`src/rtl/truth_table_checker_settle_timer.sv`:
```
// tt_settle_timer: loadable down-counter with a zero flag. Counts down while
// enabled and parks at zero. Used for the settle wait and, when the watchdog
// is built in, as the idle-cycle watchdog.
module tt_settle_timer #(
  parameter int W = 4
) (
  input  logic         clk,
  input  logic         rst_n,
  input  logic         load,
  input  logic [W-1:0] load_val,
  input  logic         en,
  output logic [W-1:0] count,
  output logic         zero
);

  logic [W-1:0] count_r;

  // Load has priority; otherwise step down while enabled, stopping at zero.
  always_ff @(posedge clk or negedge rst_n) begin
    if (!rst_n) begin
      count_r <= {W{1'b0}};
    end else if (load) begin
      count_r <= load_val;
    end else if (en && (count_r != {W{1'b0}})) begin
      count_r <= count_r - {{(W-1){1'b0}}, 1'b1};
    end else begin
      count_r <= count_r;
    end
  end

  assign count = count_r;
  assign zero  = (count_r == {W{1'b0}});

endmodule

```
`config.mk`:
```
export PLATFORM = sky130hd
export DESIGN_NAME = tt_settle_timer
export DESIGN_NICKNAME = d
export VERILOG_FILES = /design/src/rtl/truth_table_checker_settle_timer.sv
export SDC_FILE = /design/constraint.sdc
export NUM_CORES = 1
export LEC_CHECK = 0
export ABC_CLOCK_PERIOD_IN_PS = 2290
export CELL_PAD_IN_SITES_DETAIL_PLACEMENT = 1
export CELL_PAD_IN_SITES_GLOBAL_PLACEMENT = 2
export CORE_AREA = 2 2 39 41
export CTS_BUF_LIST = sky130_fd_sc_hd__clkbuf_8 sky130_fd_sc_hd__clkbuf_16
export DETAILED_ROUTE_END_ITERATION = 7
export DIE_AREA = 0 0 41 43
export PLACE_DENSITY_LB_ADDON = 0.12
export SKIP_CTS_REPAIR_TIMING = 1
export SLEW_MARGIN = 0
export SYNTH_ARGS = -nofsm -noshare
export SYNTH_HDL_FRONTEND = slang
export SYNTH_SLANG_ARGS = --single-unit
```
`constraint.sdc`:
```
create_clock -name clk -period 2.29 [get_ports clk]
set_input_delay 0.458 -clock clk [delete_from_list [all_inputs] [get_ports clk]]
set_output_delay 0.458 -clock clk [all_outputs]
set_load 0.005 [all_outputs]
```
==> metrics.md, run 1 <==
| Metric | Value |
|---|---|
| First-pass GRT wire length | `1.01 mm` |
| Required time worst endpoint | `1.83 ns` |
| VDD IR max | `0.000242 V` |
| Worst skew pair latency | `0.21 ns` |
| Worst Setup Path Type | `flop to output pin` |
| Seq cells post-synth | `4` |
| Max Cap Viol | `0` |
| Core area | `0.00138 sq mm` |
| Min cycle time layout | `2.13 ns` |
| WP buf/inv | `2` |
| Port bufs | `12` |
| Post-synth cell types | `18` |
| Worst slew margin | `0.776` |
| Post-DRT Antenna Nets | `0` |
| WL final | `~690 um` |
| Routability congestion estimate | `approximately 0.6` |
| Crit path capture type | `output pin` |
| Syn avg cell area | `between 10 and 15 sq um` |
| CTS root buf | `clkbuf_8` |
| Final core occ | `0.334` |
| Vias in the first global route | `236` |
| Die area | `0.00176 sq mm` |
| Die width | `41 um` |
| Hold slack | `0.456 ns` |
| Total GRT Usage | `0.0867` |
| Most frequent cells in the layout | `clkdlybuf4s50_1 (12), dfrtp_1 (4), inv_1 (3), nand2_1 (3), clkbuf_8 (3)` |
| TNS Setup | `0 ns` |
| Final setup violation count | `0` |
| Critical Path Max Stage Delay | `0.53 ns` |
| Startpoint Class | `flop` |
| Vias per inst | `4.44` |
| Mapped Nets | `36` |
| CP Cell Sequence | `inv_1 > ha_1 > nor3b_4 > clkdlybuf4s50_1` |
| CP Depth | `4` |
| WL/cell | `about 12 um` |
| Pwr Density | `691 mW/mm^2` |
| Max reg flops | `4` |
| Sequential Area | `100 sq um` |
| Leakage power | `0.195 nW` |
| Row Count | `14` |
| Max FO, Critical Path | `5` |
| Hold Crit Class | `input port to asynchronous set/reset pin` |
| DRT Pass-1 Iters | `2` |
| Starting Density | `0.195` |
| Die height | `43 um` |
| Worst slew pin tran | `about 0.34 ns` |
| Delay-heaviest family, CP | `buffers and inverters` |
| CTS max path bufs | `2` |
| Initial drt markers | `1` |
| Worst path slowest cell | `clkdlybuf4s50_1` |
| Max frequency | `approximately 470 MHz` |
| Detailed placer's ending HPWL | `roughly 560 um` |
| Grt total ovfl | `0` |
| Syn Inst Count | `27` |
| CTS H-tree lvls | `1` |
| Netlist Area Pre-Place | `270 sq um` |
| Status | `finished clean` |
| Antenna violations before repair | `0` |
| Sink Count | `4` |
| Period utilization | `0.932` |
| Final nets | `54` |
| Diode count | `0` |
| Filler cells | `167` |
| Multi-input combinational cell area | `154 sq um` |
| IO Count | `13` |
| Clock skew | `0.00134 ns` |
| RSZ-0062 raised after global routing | `no` |
| CTS Buf Count | `3` |
| Share of cells above drive strength 1 | `0.186` |
| Seq/Total Area, Yosys | `0.370` |
| Remaining DRCs | `0` |
| Synthesis-to-finish area growth | `70.8%` |
| Worst EP arrival | `1.68 ns` |
| CTS tree | `yes` |
| Commonest non-fill, non-tap cell in the layout | `clkdlybuf4s50_1` |
| Hold Vio Cnt, Final | `0` |
| CTS clk-pin slew, worst paths | `0.03 ns` |
| Ys Warns | `0` |
| Via count | `262` |
| Pin count of the biggest net entering global routing | `11` |
| R2R depth | `6` |
| Slew Viols, Final | `0` |
synth_stat cells, drive strengths merged:
| library cell | count | area share |
|---|---|---|
| nor3b | 2 | 0.074 |
| inv | 3 | 0.042 |
| nor3 | 2 | 0.037 |
| nor4b | 1 | 0.056 |
| o21ai | 2 | 0.037 |
| o31a | 1 | 0.032 |
| or4 | 1 | 0.028 |
| buf | 1 | 0.042 |
| dfrtp | 4 | 0.37 |
| o211ai | 1 | 0.046 |
| a221o | 1 | 0.037 |
| o21a | 1 | 0.028 |
| ha | 1 | 0.046 |
| nand2 | 3 | 0.042 |
| or2b | 1 | 0.028 |
| a21oi | 1 | 0.019 |
| and4b | 1 | 0.037 |
power by group:
part | leakage [nW] | internal, mW | switching, mW
clock network | 0.0216 | 0.112 | 0.0355
logic | 0.125 | 0.0509 | 0.0277
registers | 0.0480 | 0.0799 | 0.0129
total | 0.195 | 0.243 | 0.0761
worst register-to-register path: cells and delay by family (launching register included):
family | cells | cell delay, ns
simple gates | 2 | 0.59
fa+ha+maj | 1 | 0.23
flops | 1 | 0.40
buf+inv | 2 | 0.21
compound gates | 1 | 0.09
metrics by stage:
step                      area (sq um)  instances  power (mW)  setup slack, ns
after floorplan                    270         27       0.125            0.870
after global placement             399         54       0.165            0.307
after global routing               462         59       0.342           0.0468
final                              462         59       0.319            0.155
after CTS                          440         57       0.317           0.0265
after detailed placement           399         54       0.166            0.258
layer usage:
layer,vias up,GRT usage,routed length [um]
li1,131,-,-
met1,123,0.121,301
met2,8,0.116,338
met3,0,0.0314,48
met4,0,0.0400,0
met5,-,0,0
final cells by class:
class | count | share of cell area
Tap cell | 16 | 0.0434
Multi-Input combinational cell | 19 | 0.333
Inverter | 3 | 0.0244
Timing Repair Buffer | 14 | 0.293
Clock buffer | 3 | 0.0894
Sequential cell | 4 | 0.217
cell families (layout without fill, tap and decap cells):
family,count (synthesis),count (layout),share of synthesized area
buffers and inverters,4,20,0.0833
adder cells (fa/ha/maj),1,1,0.0463
flip-flops,4,4,0.370
AND/OR/NAND/NOR,11,11,0.301
AO/OA/AOI/OAI,7,7,0.199
final timing paths:
path | start | end | slack, ns
setup reg to reg | count[0]$_DFFE_PN0P_ | count[1]$_DFFE_PN0P_ | 0.69
hold reg to reg | count[1]$_DFFE_PN0P_ | count[1]$_DFFE_PN0P_ | 0.64
hold / removal | rst_n | count[0]$_DFFE_PN0P_ | 0.46
setup / recovery | count[0]$_DFFE_PN0P_ | zero | 0.16
max in group asynchronous | rst_n | count[3]$_DFFE_PN0P_ | 1.66
min in group clk | count[1]$_DFFE_PN0P_ | count[1]$_DFFE_PN0P_ | 0.64
Note: power is estimated with default switching activity, not from simulation.
==> inputs of run 2 (changes only) <==
--- a/config.mk
+++ b/config.mk
@@ -9,12 +9,12 @@
 export CELL_PAD_IN_SITES_DETAIL_PLACEMENT = 1
 export CELL_PAD_IN_SITES_GLOBAL_PLACEMENT = 2
 export CORE_AREA = 2 2 39 41
-export CTS_BUF_LIST = sky130_fd_sc_hd__clkbuf_8 sky130_fd_sc_hd__clkbuf_16
+export CTS_BUF_LIST = sky130_fd_sc_hd__clkbuf_4 sky130_fd_sc_hd__clkbuf_8
 export DETAILED_ROUTE_END_ITERATION = 7
 export DIE_AREA = 0 0 41 43
 export PLACE_DENSITY_LB_ADDON = 0.12
 export SKIP_CTS_REPAIR_TIMING = 1
-export SLEW_MARGIN = 0
+export SLEW_MARGIN = 20
 export SYNTH_ARGS = -nofsm -noshare
 export SYNTH_HDL_FRONTEND = slang
 export SYNTH_SLANG_ARGS = --single-unit
==> run 2 against run 1 <==
- flip-flop and latch count unchanged
- clock skew up 0.00059 ns
- combinational power up 0.5%
- global-route usage is 0.30 points higher
- first-iteration DRC count increased to 3.0 times the previous value
- count of clock-buffer cells in the layout did not move
- critical path type unchanged
- critical endpoint unchanged
==> metrics.md, run 2 (synthesis gave the netlist of run 1 again) <==
| Metric | Value |
|---|---|
| Initial drt markers | `3 (was 1)` |
| Hold Crit Class | `input port to asynchronous set/reset pin (unchanged)` |
| Pwr Density | `581 mW/mm^2 (was 691 mW/mm^2)` |
| Leakage power | `0.187 nW (was 0.195 nW)` |
| Die area | `0.00176 sq mm (unchanged)` |
| Placed Cells | `54 (unchanged)` |
| Worst Setup Path Type | `flop to output pin (unchanged)` |
| Final nets | `54 (unchanged)` |
| WP buf/inv | `2 (unchanged)` |
| Multi-input combinational cell area | `154 sq um (unchanged)` |
| CTS root buf | `clkbuf_4 (was clkbuf_8)` |
| TNS Setup | `0 ns (unchanged)` |
| Die width | `41 um (unchanged)` |
| Grt total ovfl | `0 (unchanged)` |
| Worst R2R End | `count[1]$_DFFE_PN0P_ (unchanged)` |
| Hold Vio Cnt, Final | `0 (unchanged)` |
| Remaining DRCs | `0 (unchanged)` |
| Vias in the first global route | `240 (was 236)` |
| IO Count | `13 (unchanged)` |
| Max Cap Viol | `0 (unchanged)` |
| Required time worst endpoint | `1.83 ns (about the same)` |
| Critical Path Max Stage Delay | `0.54 ns (was 0.53 ns)` |
| DRT Pass-1 Iters | `2 (unchanged)` |
| Startpoint Class | `flop (unchanged)` |
| Filler cells | `166 (was 167)` |
| R2R depth | `6 (unchanged)` |
| Port bufs | `12 (unchanged)` |
| Hold slack | `0.436 ns (was 0.456 ns)` |
| CTS clk-pin slew, worst paths | `0.04 ns (was 0.03 ns)` |
| Register-to-register setup slack | `0.69 ns (about the same)` |
| Core area | `0.00138 sq mm (unchanged)` |
| VDD IR max | `0.000176 V (was 0.000242 V)` |
| Max FO, Critical Path | `5 (unchanged)` |
| Worst slew pin tran | `0.346 ns (was 0.335 ns)` |
| Sequential Area | `100 sq um (unchanged)` |
| Final setup violation count | `0 (unchanged)` |
| Routability congestion estimate | `0.609 (unchanged)` |
| Vias per inst | `4.41 (was 4.44)` |
| CTS H-tree lvls | `1 (unchanged)` |
| Min cycle time layout | `2.16 ns (was 2.13 ns)` |
| Finished Layout Cells | `59 (unchanged)` |
| Worst path slowest cell | `clkdlybuf4s50_1 (unchanged)` |
| Tot Pwr | `258 uW (was 319 uW)` |
| CTS tree | `yes (unchanged)` |
| First-pass GRT wire length | `1.01 mm (about the same)` |
| Worst slew margin | `0.768 (was 0.776)` |
| Max frequency | `463 MHz (was 468 MHz)` |
| Most frequent cells in the layout | `clkdlybuf4s50_1 (12), dfrtp_1 (4), inv_1 (3), nand2_1 (3), clkbuf_4 (3) (was clkdlybuf4s50_1 (12), dfrtp_1 (4), inv_1 (3), nand2_1 (3), clkbuf_8 (3))` |
| Starting Density | `0.195 (unchanged)` |
| Row Count | `14 (unchanged)` |
| Worst EP arrival | `1.70 ns (was 1.68 ns)` |
| Sink Count | `4 (unchanged)` |
| Post-DRT Antenna Nets | `0 (unchanged)` |
| CTS max path bufs | `2 (unchanged)` |
| CP Cell Sequence | `inv_1 > ha_1 > nor3b_4 > clkdlybuf4s50_1 (unchanged)` |
| CTS Buf Count | `3 (unchanged)` |
| Antenna violations before repair | `0 (unchanged)` |
| Max reg flops | `4 (unchanged)` |
| Total GRT Usage | `0.0897 (was 0.0867)` |
| Synthesis-to-finish area growth | `63.9% (was 70.8%)` |
| WL/cell | `11.9 um (was 11.7 um)` |
| Reg-to-Reg Start | `count[0]$_DFFE_PN0P_ (unchanged)` |
| Worst skew pair latency | `0.23 ns (was 0.21 ns)` |
| WL final | `704 um (was 689 um)` |
| Via count | `260 (was 262)` |
| Detailed placer's ending HPWL | `556 um (unchanged)` |
| Share of cells above drive strength 1 | `0.186 (unchanged)` |
| Commonest non-fill, non-tap cell in the layout | `clkdlybuf4s50_1 (unchanged)` |
| Period utilization | `0.943 (was 0.932)` |
| Crit path capture type | `output pin (unchanged)` |
| Die height | `43 um (unchanged)` |
| Clock skew | `0.00193 ns (was 0.00134 ns)` |
| Status | `finished clean (unchanged)` |
| RSZ-0062 raised after global routing | `no (unchanged)` |
| Slew Viols, Final | `0 (unchanged)` |
| Pin count of the biggest net entering global routing | `11 (unchanged)` |
| Delay-heaviest family, CP | `buffers and inverters (unchanged)` |
| Diode count | `0 (unchanged)` |
==> run 2: cell counts in the layout (fill, tap and decap cells not counted) <==
Identical to the previous run, type by type.
==> run 2: worst max path at each step <==
stage                               startpoint              endpoint  cells after the start
after CTS                 count[0]$_DFFE_PN0P_                  zero                      4
after detailed placement  count[0]$_DFFE_PN0P_                  zero                      4
after global placement    count[0]$_DFFE_PN0P_                  zero                      4
after floorplan           count[0]$_DFFE_PN0P_  count[1]$_DFFE_PN0P_                      5
final                     count[0]$_DFFE_PN0P_                  zero                      4
after global routing      count[0]$_DFFE_PN0P_                  zero                      4
==> run 2: power by group <==
part | internal, mW | switching [mW] | leakage (nW)
clock | 0.0585 | 0.0272 | 0.0138
combinational | 0.0510 | 0.0280 | 0.125
sequential | 0.0798 | 0.0130 | 0.0480
total | 0.189 | 0.0682 | 0.187
==> run 2: layer usage <==
layer | wire length, um | vias to the layer above | global-route usage
met4 | 0 | 0 | 0.0800
met3 | 42 | 0 | 0.0314
li1 | - | 131 | -
met5 | 0 | - | 0
met1 | 309 | 121 | 0.114
met2 | 352 | 8 | 0.113
==> run 2: per-stage QoR <==
stage / instance area, sq um / setup slack [ns] / utilization
final: 443 / 0.131 / 0.320
after global placement: 399 / 0.307 / 0.288
after CTS: 422 / 0.00402 / 0.305
after global routing: 443 / 0.0191 / 0.320
after detailed placement: 399 / 0.258 / 0.288
after floorplan: 270 / 0.870 / -
==> run 2: area by class of cell <==
class,count,share of cell area
flip-flops and latches,4,0.226
inverters,3,0.0254
clock buffers,3,0.0508
multi-input cells,19,0.347
well taps,16,0.0452
repair buffers,14,0.305
==> RTL change, RTL diff (settings of run 2) <==
Reset style: synchronous (`rst_n`), changed in one clocked block.
--- a/src/rtl/truth_table_checker_settle_timer.sv
+++ b/src/rtl/truth_table_checker_settle_timer.sv
@@ -18,3 +18,3 @@
   // Load has priority; otherwise step down while enabled, stopping at zero.
-  always_ff @(posedge clk or negedge rst_n) begin
+  always_ff @(posedge clk) begin
     if (!rst_n) begin
Check against the original RTL: differs if rst_n is asserted again (counterexample within 4 cycles, from zero or initial values and one cycle with rst_n low); with rst_n held inactive, the same outputs for 10 cycles.
==> RTL change against run 2 <==
Routed wire length grew 9.8%; worst setup slack lost 74 ps; critical path depth grew 1; power shrank 2.1%; utilization shrank 0.72 points; via count grew 10%; sequential cell count is the same; area after synthesis shrank 5.1%; highest routed layer is now met4; cell area shrank 2.3%; die area is the same; largest power group is now the clock network.
==> RTL change: results (changes against run 2) <==
Status
  • Status: completed

Yosys
  • Ys async rst share: 0 (-1.00)
  • Syn nets: 40 (+11%)
  • Seq/Total Area, Yosys: 0.312 (-0.0582)
  • Top_reg_cell synth: dfxtp_1
  • Most area-consuming cells after synthesis: dfxtp_1 31%, inv_1 7.3%, nand3_1 5.9%, a311oi_2 5.9%, nor2_1 5.9%
  • Top cells by count, synth: 5 x inv_1, 4 x dfxtp_1, 4 x nor2_1, 3 x nand3_1, 2 x nand2_1
  • Yosys warnings: 0 (unchanged)

Global routing
  • Met3 usage in global routing: 0.0157 (-0.0157)
  • Met1 usage: 0.135 (+0.0206)
  • Global-route wire length before repair: 1.25 mm (+24%)
  • Met2 usage: 0.150 (+0.0375)
  • Largest net degree at the start of global routing: 8 (-3)
  • All-Layer GR Usage: 0.114 (+0.0246)
  • Initial antenna violation count: 0 (unchanged)
  • Vias in the first global route: 297 (+24%)

CTS
  • Max Root-Sink Buffers: 2 (unchanged)
  • Clock root buffer: clkbuf_4

Place
  • Post-DP HPWL: 574 um (+3.2%)
  • GP Congestion: 0.706 (+16%)
  • Worst Setup Slack post-DPL: 215 ps (-43.6 ps)
  • Post-DP Area: 397 um^2 (-0.63%)

Final layout
  • Final #Nets: 57 (+5.6%)
  • Fill count: 167 (+0.60%)
  • N_diodes: 0 (unchanged)
  • Ratio of cells with drive above 1 in the final layout: 0.261 (+0.0748)

Min path
  • Hold WC Path Type: register to register

Power
  • Leak: 0.000167 uW (-11%)
  • Maximum vdd drop: 153 uV (-13%)

STA
  • Min Tclk post-route: 2230 ps (+74.0 ps)
  • Worst Max-Slew Pin Slew: 261 ps (-85.6 ps)
  • Setup violators final: 0 (unchanged)
  • Worst Clk Skew: 2.77 ps (+0.835 ps)

Detailed routing
  • Vias: 286 (+10%)
  • Drt pass-1 iters: 2 (unchanged)
  • WL per Instance: 12.5 um (+4.5%)

Critical path
  • Slowest cell on crit path: clkdlybuf4s50_1
  • Crit path max fanout: 4 (-1)
  • Crit-path leading delay family: buffers and inverters
  • R2R setup slack: 870 ps (+180 ps)
  • Worst path max stage delay: 500 ps (-40 ps)
  • Worst-case reg-to-reg path depth: 6 (unchanged)
  • Crit path DAT: 1780 ps (+80 ps)
[RTL change: changes by cell type after synthesis, moves of 2 or more]
cell | before | now
nand3_1 | 0 | 3
nor3_1 | 2 | 0
inv_1 | 3 | 5
dfrtp_1 | 4 | 0
nor2_1 | 0 | 4
dfxtp_1 | 0 | 4
[RTL change: path summary, 6_finish.rpt]
kind	start	end
setup / recovery	count[1]	zero
hold / removal	count[0]	count[0]
setup reg to reg	count[1]	count[0]
hold reg to reg	count[0]	count[0]
[RTL change: kinds of logic (layout without fill, tap and decap cells)]
logic type | after synthesis | in the layout | synth area share
DFF | 4 | 4 | 0.312
adders and majority gates | 1 | 1 | 0.0488
buffers and inverters | 6 | 21 | 0.0927
AOI/OAI and AO/OA | 6 | 6 | 0.200
and+or+nand+nor | 13 | 13 | 0.307
muxes | 1 | 1 | 0.0390
[RTL change: worst min-delay path, stage by stage (launching register included)]
cell      delay, ps
dfxtp_2         330
o21ai_2          60
a311oi_2         90
[RTL change: power breakdown]
group | total, uW | internal (uW) | switching [uW]
clock | 88.0 | 58.7 | 29.4
sequential | 85.0 | 76.6 | 8.42
combinational | 79.1 | 47.2 | 32.0
total | 252 | 182 | 69.8
[RTL change: per-layer routing]
metal	part of all wire	wire length (um)
met5	0	0
met2	0.49	377
met3	0.028	22
met1	0.44	338
met4	0.044	34
[RTL change: stage by stage]
stage / hold WS, ps / setup TNS, ps / std cells
6_report: 530 / 0 / 62
3_5_place_dp: 550 / 0 / 59
4_1_cts: 555 / -51.4 / 62
5_1_grt: 549 / 0 / 62
2_1_floorplan: 515 / 0 / 31
3_3_place_gp: 529 / 0 / 59
[RTL change: area by class of cell]
type	count	area, um^2	area share
timing repair buffer	12	120	0.277
sequential	4	81.3	0.188
tap	16	20.0	0.0462
inverter	6	23.8	0.0549
clock buffer	3	22.5	0.0520
multi-input combinational	21	165	0.382
